File: src/rtl/rr_grant_arbiter_if.sv
// rr_grant_arbiter_if: request/grant bundle between requesters and the round-robin arbiter
interface rr_grant_arbiter_if #(
  parameter int N = 4
);
  localparam int IDX_W = $clog2(N);
  logic [N-1:0]     req;
  logic [N-1:0]     grant;
  logic [IDX_W-1:0] grant_idx;
  logic             grant_valid;
  logic             preempt;
  modport master (input req, output grant, grant_idx, grant_valid, preempt);
  modport slave  (output req, input grant, grant_idx, grant_valid, preempt);
endinterface

File: src/rtl/rr_grant_arbiter.sv
// rr_grant_arbiter: round-robin arbiter with registered one-hot/index grant and optional hold limit
module rr_grant_arbiter #(
  parameter int N        = 4,
  parameter int MAX_HOLD = 0,
  parameter int IDX_W    = $clog2(N)
) (
  input logic               clk,
  input logic               rst_n,
  rr_grant_arbiter_if.master bus
);
  localparam int HW = MAX_HOLD > 1 ? $clog2(MAX_HOLD) : 1;
  typedef enum logic {IDLE, GRANT} state_t;
  state_t           state, state_nx;
  logic [N-1:0]     grant_q, grant_nx, own_mask, mask;
  logic [IDX_W-1:0] idx_q, idx_nx, last_idx, last_nx, base, win, cand;
  logic             valid_q, valid_nx, preempt_q, preempt_nx, found;
  logic             rel, at_limit, others, do_pre;
  logic [HW-1:0]    hold_cnt, hold_nx;
  assign bus.grant       = grant_q;
  assign bus.grant_idx   = idx_q;
  assign bus.grant_valid = valid_q;
  assign bus.preempt     = preempt_q;
  always_ff @(posedge clk or negedge rst_n)
    if (!rst_n) begin
      state     <= IDLE;
      grant_q   <= '0;
      idx_q     <= '0;
      valid_q   <= 1'b0;
      preempt_q <= 1'b0;
      hold_cnt  <= '0;
      last_idx  <= IDX_W'(N - 1);
    end else begin
      state     <= state_nx;
      grant_q   <= grant_nx;
      idx_q     <= idx_nx;
      valid_q   <= valid_nx;
      preempt_q <= preempt_nx;
      hold_cnt  <= hold_nx;
      last_idx  <= last_nx;
    end
  // The owner is idx_q while in GRANT; scanning starts just after the owner on a handover.
  always_comb begin
    own_mask = N'(1) << idx_q;
    rel      = state == GRANT && !bus.req[idx_q];
    at_limit = MAX_HOLD != 0 && hold_cnt == HW'(MAX_HOLD - 1);
    others   = |(bus.req & ~own_mask);
    do_pre   = state == GRANT && !rel && at_limit && others;
    base     = (rel || do_pre) ? idx_q : last_idx;
    mask     = do_pre ? bus.req & ~own_mask : bus.req;
    found    = 1'b0;
    win      = '0;
    cand     = '0;
    for (int k = 1; k <= N; k++) begin
      cand = IDX_W'((int'(base) + k) % N);
      if (!found && mask[cand]) begin
        found = 1'b1;
        win   = cand;
      end
    end
  end
  always_comb begin
    state_nx   = state;
    grant_nx   = grant_q;
    idx_nx     = idx_q;
    valid_nx   = valid_q;
    preempt_nx = 1'b0;
    hold_nx    = hold_cnt;
    last_nx    = last_idx;
    if (state == IDLE || rel || do_pre) begin
      state_nx   = found ? GRANT : IDLE;
      grant_nx   = found ? N'(1) << win : '0;
      idx_nx     = found ? win : '0;
      valid_nx   = found;
      preempt_nx = do_pre;
      hold_nx    = '0;
      last_nx    = state == IDLE ? last_idx : idx_q;
    end else if (at_limit)
      hold_nx = '0;
    else if (MAX_HOLD != 0)
      hold_nx = hold_cnt + HW'(1);
  end
endmodule

File: src/flat_wrapper.sv
// flat-port wrapper written by rule: the top's interface ports become plain ports
module rr_grant_arbiter_flat 
#(
  parameter int N        = 4,
  parameter int MAX_HOLD = 0,
  parameter int IDX_W    = $clog2(N)
)
  (clk, rst_n, bus_req, bus_grant, bus_grant_idx, bus_grant_valid, bus_preempt);
  rr_grant_arbiter_if #(.N(N)) bus_i ();
  input logic clk;
  input logic rst_n;
  input wire logic [$bits(bus_i.req)-1:0] bus_req;
  output wire logic [$bits(bus_i.grant)-1:0] bus_grant;
  output wire logic [$bits(bus_i.grant_idx)-1:0] bus_grant_idx;
  output wire logic [$bits(bus_i.grant_valid)-1:0] bus_grant_valid;
  output wire logic [$bits(bus_i.preempt)-1:0] bus_preempt;
  assign bus_i.req = bus_req;
  assign bus_grant = bus_i.grant;
  assign bus_grant_idx = bus_i.grant_idx;
  assign bus_grant_valid = bus_i.grant_valid;
  assign bus_preempt = bus_i.preempt;
  rr_grant_arbiter #(.N(N), .MAX_HOLD(MAX_HOLD), .IDX_W(IDX_W)) u_core (.clk(clk), .rst_n(rst_n), .bus(bus_i));
endmodule
File: config.mk
export PLATFORM = sky130hd
export DESIGN_NAME = rr_grant_arbiter_flat
export DESIGN_NICKNAME = d
export VERILOG_FILES = /design/src/rtl/rr_grant_arbiter_if.sv /design/src/rtl/rr_grant_arbiter.sv /design/src/flat_wrapper.sv
export SDC_FILE = /design/constraint.sdc
export NUM_CORES = 1
export LEC_CHECK = 0
export BUFFER_PORTS_ARGS = -buffer_cell sky130_fd_sc_hd__buf_2
export CELL_PAD_IN_SITES_DETAIL_PLACEMENT = 0
export CELL_PAD_IN_SITES_GLOBAL_PLACEMENT = 1
export CORE_ASPECT_RATIO = 1.2
export CORE_MARGIN = 10
export CORE_UTILIZATION = 34
export CTS_CLUSTER_SIZE = 28
export DETAILED_ROUTE_END_ITERATION = 10
export PLACE_DENSITY_LB_ADDON = 0.2
export SLEW_MARGIN = 20
export SYNTH_ARGS = -nofsm -noshare
export SYNTH_HDL_FRONTEND = slang
export SYNTH_SLANG_ARGS = --single-unit
File: constraint.sdc
create_clock -name clk -period 1.88 [get_ports clk]
set_clock_uncertainty 0.1 [all_clocks]
set_input_delay 0.376 -clock clk [delete_from_list [all_inputs] [get_ports clk]]
set_output_delay 0.376 -clock clk [all_outputs]
set_load 0.005 [all_outputs]
# == Word-level counts from Yosys, hierarchy flattened ==
# Index checks and enable logic that the tools add are counted.
# op_classes
shifts,1
n_reduce_logical,10
n_bitwise,1
n_mux,22
add_sub_neg,4
magnitude_cmp,5
# ops
op,n
$lt 2x3->1 const B,5
$mux 2,6
$bmux 1 s2,5
$mux 1,10
$add 2x1->2 const B,2
$add 2x2->2 const B,2
$logic_and 1x1->1,4
$logic_not 1->1,4
$mux 4,1
$shl 1x2->4 const A,1
$reduce_and 2->1,1
$logic_or 1x1->1,1
$not 1->1,1
# word_totals
ff_bits,10
elab_cells,48
out_inout_bits,8
inputBits,6

# == Depth between registers and ports, before layout ==
# logic_depth
depth_word,20
depth_mapped,8
depth_no_buf,7

# == Worst setup path after synthesis ==
# OpenSTA, ideal clock, no wires.
# synth_timing
kind,reg2reg
startpoint,register u_core.idx_q[1] (netlist: u_core.bus.grant_idx[1])
endpoint,register u_core.grant_q[0] (netlist: u_core.bus.grant[0])
t_required_ns,1.658
t_arrival_ns,1.707
setup_slack_ns,-0.049
stages_incl_launch_ff,8
path_buffers,1
path_cell_list,dfrtp_1 -> buf_6 -> mux2_4 -> o21a_1 -> o21ai_1 -> a31oi_1 -> or2_1 -> a32o_1
# synth_between
elab_chain_cells,20
# synth_rtl
element,line,text
from (decl),rr_grant_arbiter.sv:15,"logic [IDX_W-1:0] idx_q, idx_nx, last_idx, last_nx, base, win, cand;"
from (signal assigned),rr_grant_arbiter.sv:35,idx_q <= idx_nx;
$bmux 1 s2,rr_grant_arbiter.sv:44,rel = state == GRANT && !bus.req[idx_q];
$mux 1 (implied by the code),rr_grant_arbiter.sv:44,
$logic_not 1->1,rr_grant_arbiter.sv:44,
$logic_and 1x1->1,rr_grant_arbiter.sv:44,
$mux 2,rr_grant_arbiter.sv:48,base = (rel || do_pre) ? idx_q : last_idx;
$add 2x1->2,rr_grant_arbiter.sv:54,cand = IDX_W'((int'(base) + k) % N);
$bmux 1 s2,rr_grant_arbiter.sv:55,if (!found && mask[cand]) begin
$mux 1 (implied by the code),rr_grant_arbiter.sv:55,
[... 4 more ...],--,
$logic_not 1->1,rr_grant_arbiter.sv:55,
$logic_and 1x1->1,rr_grant_arbiter.sv:55,
$mux 1,rr_grant_arbiter.sv:55,
$logic_not 1->1,rr_grant_arbiter.sv:55,
$logic_and 1x1->1,rr_grant_arbiter.sv:55,
$mux 2,rr_grant_arbiter.sv:55,
$shl 1x2->4,rr_grant_arbiter.sv:71,grant_nx = found ? N'(1) << win : '0;
$mux 4,rr_grant_arbiter.sv:71,
to (signal assigned),rr_grant_arbiter.sv:34,grant_q <= grant_nx;
to (decl),rr_grant_arbiter.sv:14,"logic [N-1:0] grant_q, grant_nx, own_mask, mask;"
# Parallel ways exist; a longest one is shown, timed or not. The select of a mux whose other input is x is not followed.
# A chain may end at the register's enable or synchronous reset.

# == Worst setup path after layout ==
# Ends and elaborated chain as after synthesis.

==> out/metrics.csv <==
stage,metric,value,unit
worst_setup_path,critPathMaxFanout,3,
placement,gp_congestion,0.838,
cts,cts_sinks,9,
route,wl_per_cell,15.0,um
sta,report.final.setup_viol,1,
worst_setup_path,cp-end-kind,flop,
worst_setup_path,rr_worst_depth,6,
sta,rsz0062_at_grt,yes,
power_and_ir_drop,ir_drop,801,uV
job,cap_viol_max_count,0,
final_layout,antennaDiodeCount,0,
final_layout,utilization,54.6,%
sta,hold_viol,0,
worst_setup_path,cp_slowest_cell,dfrtp_2,
placement,place_area,782,um^2
global_routing,grt_max_degree,10,
synth,synth.ff_latch_count,9,
global_routing,antenna_found_initial,0,
cts,tritoncts,built,
synth,synthesis.area,596,um^2
sta,tns,-42.9,ps
power_and_ir_drop,powerDensity,1590,nW/um^2
synth,synth_area_leaders,"dfrtp_1, dfstp_2, mux2i_1",
placement,place_ws,-63.8,ps
cts,ctsLongestPathBuffers,2,
synth,synthTopCellsByCount,"dfrtp_1, inv_1, mux2i_1",
placement,numPortBuffers,12,
synth,postSynthAreaPerCell,9.31,um^2
worst_setup_path,critPathTopFamily,compound AO/OA/AOI/OAI gates,
sta,maxSlewViolCount,0,
route,ant_nets,0,
power_and_ir_drop,pwr-share-clk,10.2,%
hold_path,min_path_cells,2,
route,drt-total-wl,1.72,mm
synth,yosysTopAreaCell,dfrtp_1,
run_status,violations,negative setup slack,
hold_path,hold_class,reg -> reg,
synth,synth_async_sr_flop_share,100,%
worst_setup_path,critPathKind,reg -> reg,
worst_setup_path,arrival,1970,ps
global_routing,grt_pass1_wl,2.74,mm
route,via_count,594,
sta,max_freq,520,MHz
synth,synth_top_area_share,29.4,%
sta,period_needed,1920,ps
global_routing,grt_pass1_vias,647,
power_and_ir_drop,p_leak,0.000442,uW
run_status,outcome,"complete, but fails checks",
worst_setup_path,cp_cell_sequence,mux2_4 -> o21a_4 -> o21ai_4 -> a31oi_4 -> or2_1 -> a32o_1,
synth,synth_ff_type,dfrtp_1,
synth,synth_edf_count,0,
route,via_per_inst,5.17,
power_and_ir_drop,power_frac_seq,25.0,%
worst_setup_path,crit_buf_inv,0,
floorplan,dieArea,3830,um^2
worst_setup_path,max_stage_delay,430,ps
route,drtIter0Drc,8,
floorplan,die_x,58.2,um
placement,place.detailed.hpwl,1.34,mm
worst_setup_path,cp.required,1920,ps
cts,clk_pin_slew,60,ps
cts,root_buffer,clkbuf_4,
worst_setup_path,critPathLaunchType,flop,
synth,yosys_warnings,0,
floorplan,rows,16,
cts,insertion_delay,260,ps
sta,hold_slack,382,ps
power_and_ir_drop,p_int,877,uW
cts,cts_buffers,3,
power_and_ir_drop,power.switching,551,uW
synth,ys_types,34,
route,drcViolationCount,0,
final_layout,syn_to_final_growth,50.6,%
floorplan,core_region_area,1640,um^2
floorplan,pin_count,14,
final_layout,final_nets,104,
final_layout,final_area,897,um^2
power_and_ir_drop,p_comb_share,64.8,%
global_routing,grt_use_total,9.17,%
floorplan,start_util,36.3,%
floorplan,die_h,65.8,um
cts,cts.htree.levels,1,
synth,synthCells,64,
synth,seq_area_frac_synth,38.2,%
synth,syn-num-nets,70,
global_routing,gr-total-overflow,0,
power_and_ir_drop,switching_share,38.6,%
worst_setup_path,crit_cells,6,
sta,final.setup.worst_slack,-42.9,ps
final_layout,drive_above_1_share,57.7,%
sta,post-route-period-util,102,%
route,drt_pass1_iterations,4,
[placed cells by master, fill, tap and decap left out, drive strengths merged]
cell and count:
a21o 3, a21oi 2, a22o 1, a31o 1, a31oi 3, a32o 2
buf 33, clkbuf 4, conb 1, dfrtp 7, dfstp 2, dlygate4sd3 1
inv 7, mux2 1, mux2i 5, nand2 5, nand2b 1, nand3 3
nor2 2, nor3 1, nor4 1, o211a 1, o21a 1, o21ai 5
o22ai 1, o31ai 2, or2 1
[stage by stage]
| step | power [uW] | instances |
|---|---|---|
| 6_report | 1430 | 115 |
| 3_3_place_gp | 1130 | 107 |
| 2_1_floorplan | 813 | 64 |
| 5_1_grt | 1540 | 115 |
| 3_5_place_dp | 1130 | 107 |
| 4_1_cts | 1350 | 115 |
[tightest hold or removal path, stage by stage (launching register included)]
cell and delay (ps):
dfrtp_1 340, nand2_1 50, o21ai_0 60
[flip-flops by register name, summed over array words and instances (netlist names)]
signal	flops
u_core.bus.grant	4
u_core.bus.grant_idx	2
u_core.state	1
u_core.last_idx	2
[area by class of cell]
class / count / area [um^2]
fillers: 167 / 744
multi-input cells: 43 / 363
flip-flops and latches: 9 / 231
repair buffers: 34 / 228
clock buffers: 4 / 26.3
inverters: 7 / 26.3
well taps: 18 / 22.5
[metal layers]
layer  part of all wire (%)  vias to the layer above  global-route usage (%)
li1                       -                      294                       -
met3                    4.9                        9                    2.50
met4                    4.5                        0                    6.47
met2                     51                       19                    16.0
met5                      0                        -                       0
met1                     40                      272                    9.11
[worst paths after layout]
kind / endpoint / startpoint / slack [ps]
max: u_core.bus.grant[0]$_DFFE_PN0P_ / u_core.bus.grant_idx[1]$_DFFE_PN0P_ / -40
min: u_core.bus.grant[1]$_DFFE_PN0P_ / u_core.bus.grant[1]$_DFFE_PN0P_ / 380
max reg2reg: u_core.bus.grant[0]$_DFFE_PN0P_ / u_core.bus.grant_idx[1]$_DFFE_PN0P_ / -40
min reg2reg: u_core.bus.grant[1]$_DFFE_PN0P_ / u_core.bus.grant[1]$_DFFE_PN0P_ / 380
max in group asynchronous: u_core.last_idx[0]$_DFFE_PN1P_ / rst_n / 1030
min in group asynchronous: u_core.bus.grant[2]$_DFFE_PN0P_ / rst_n / 390
[power by group through the flow]
stage               Sequential, uW  Combinational (uW)  Clock [uW]
floorplan                      330                 483           0
global placement               360                 768           0
detailed placement             359                 772           0
CTS                            352                 849         152
global route                   366                1010         164
finish                         357                 925         146
[kinds of logic after synthesis]
kind of cell	share of synthesized area, %
simple gates	11.3
flops	38.2
buf+inv	10.9
other cells	0.630
mux	10.9
compound gates	27.9
[what timing repair did]
action                     in CTS  in global routing
hold endpoints to repair        7                  0
setup endpoints to repair       5                  6
resized for setup               4                  9
hold buffers                    1                  0
pin swaps                       6                  4
setup buffers                   3                  0
Power figures use the tool's default switching activity.
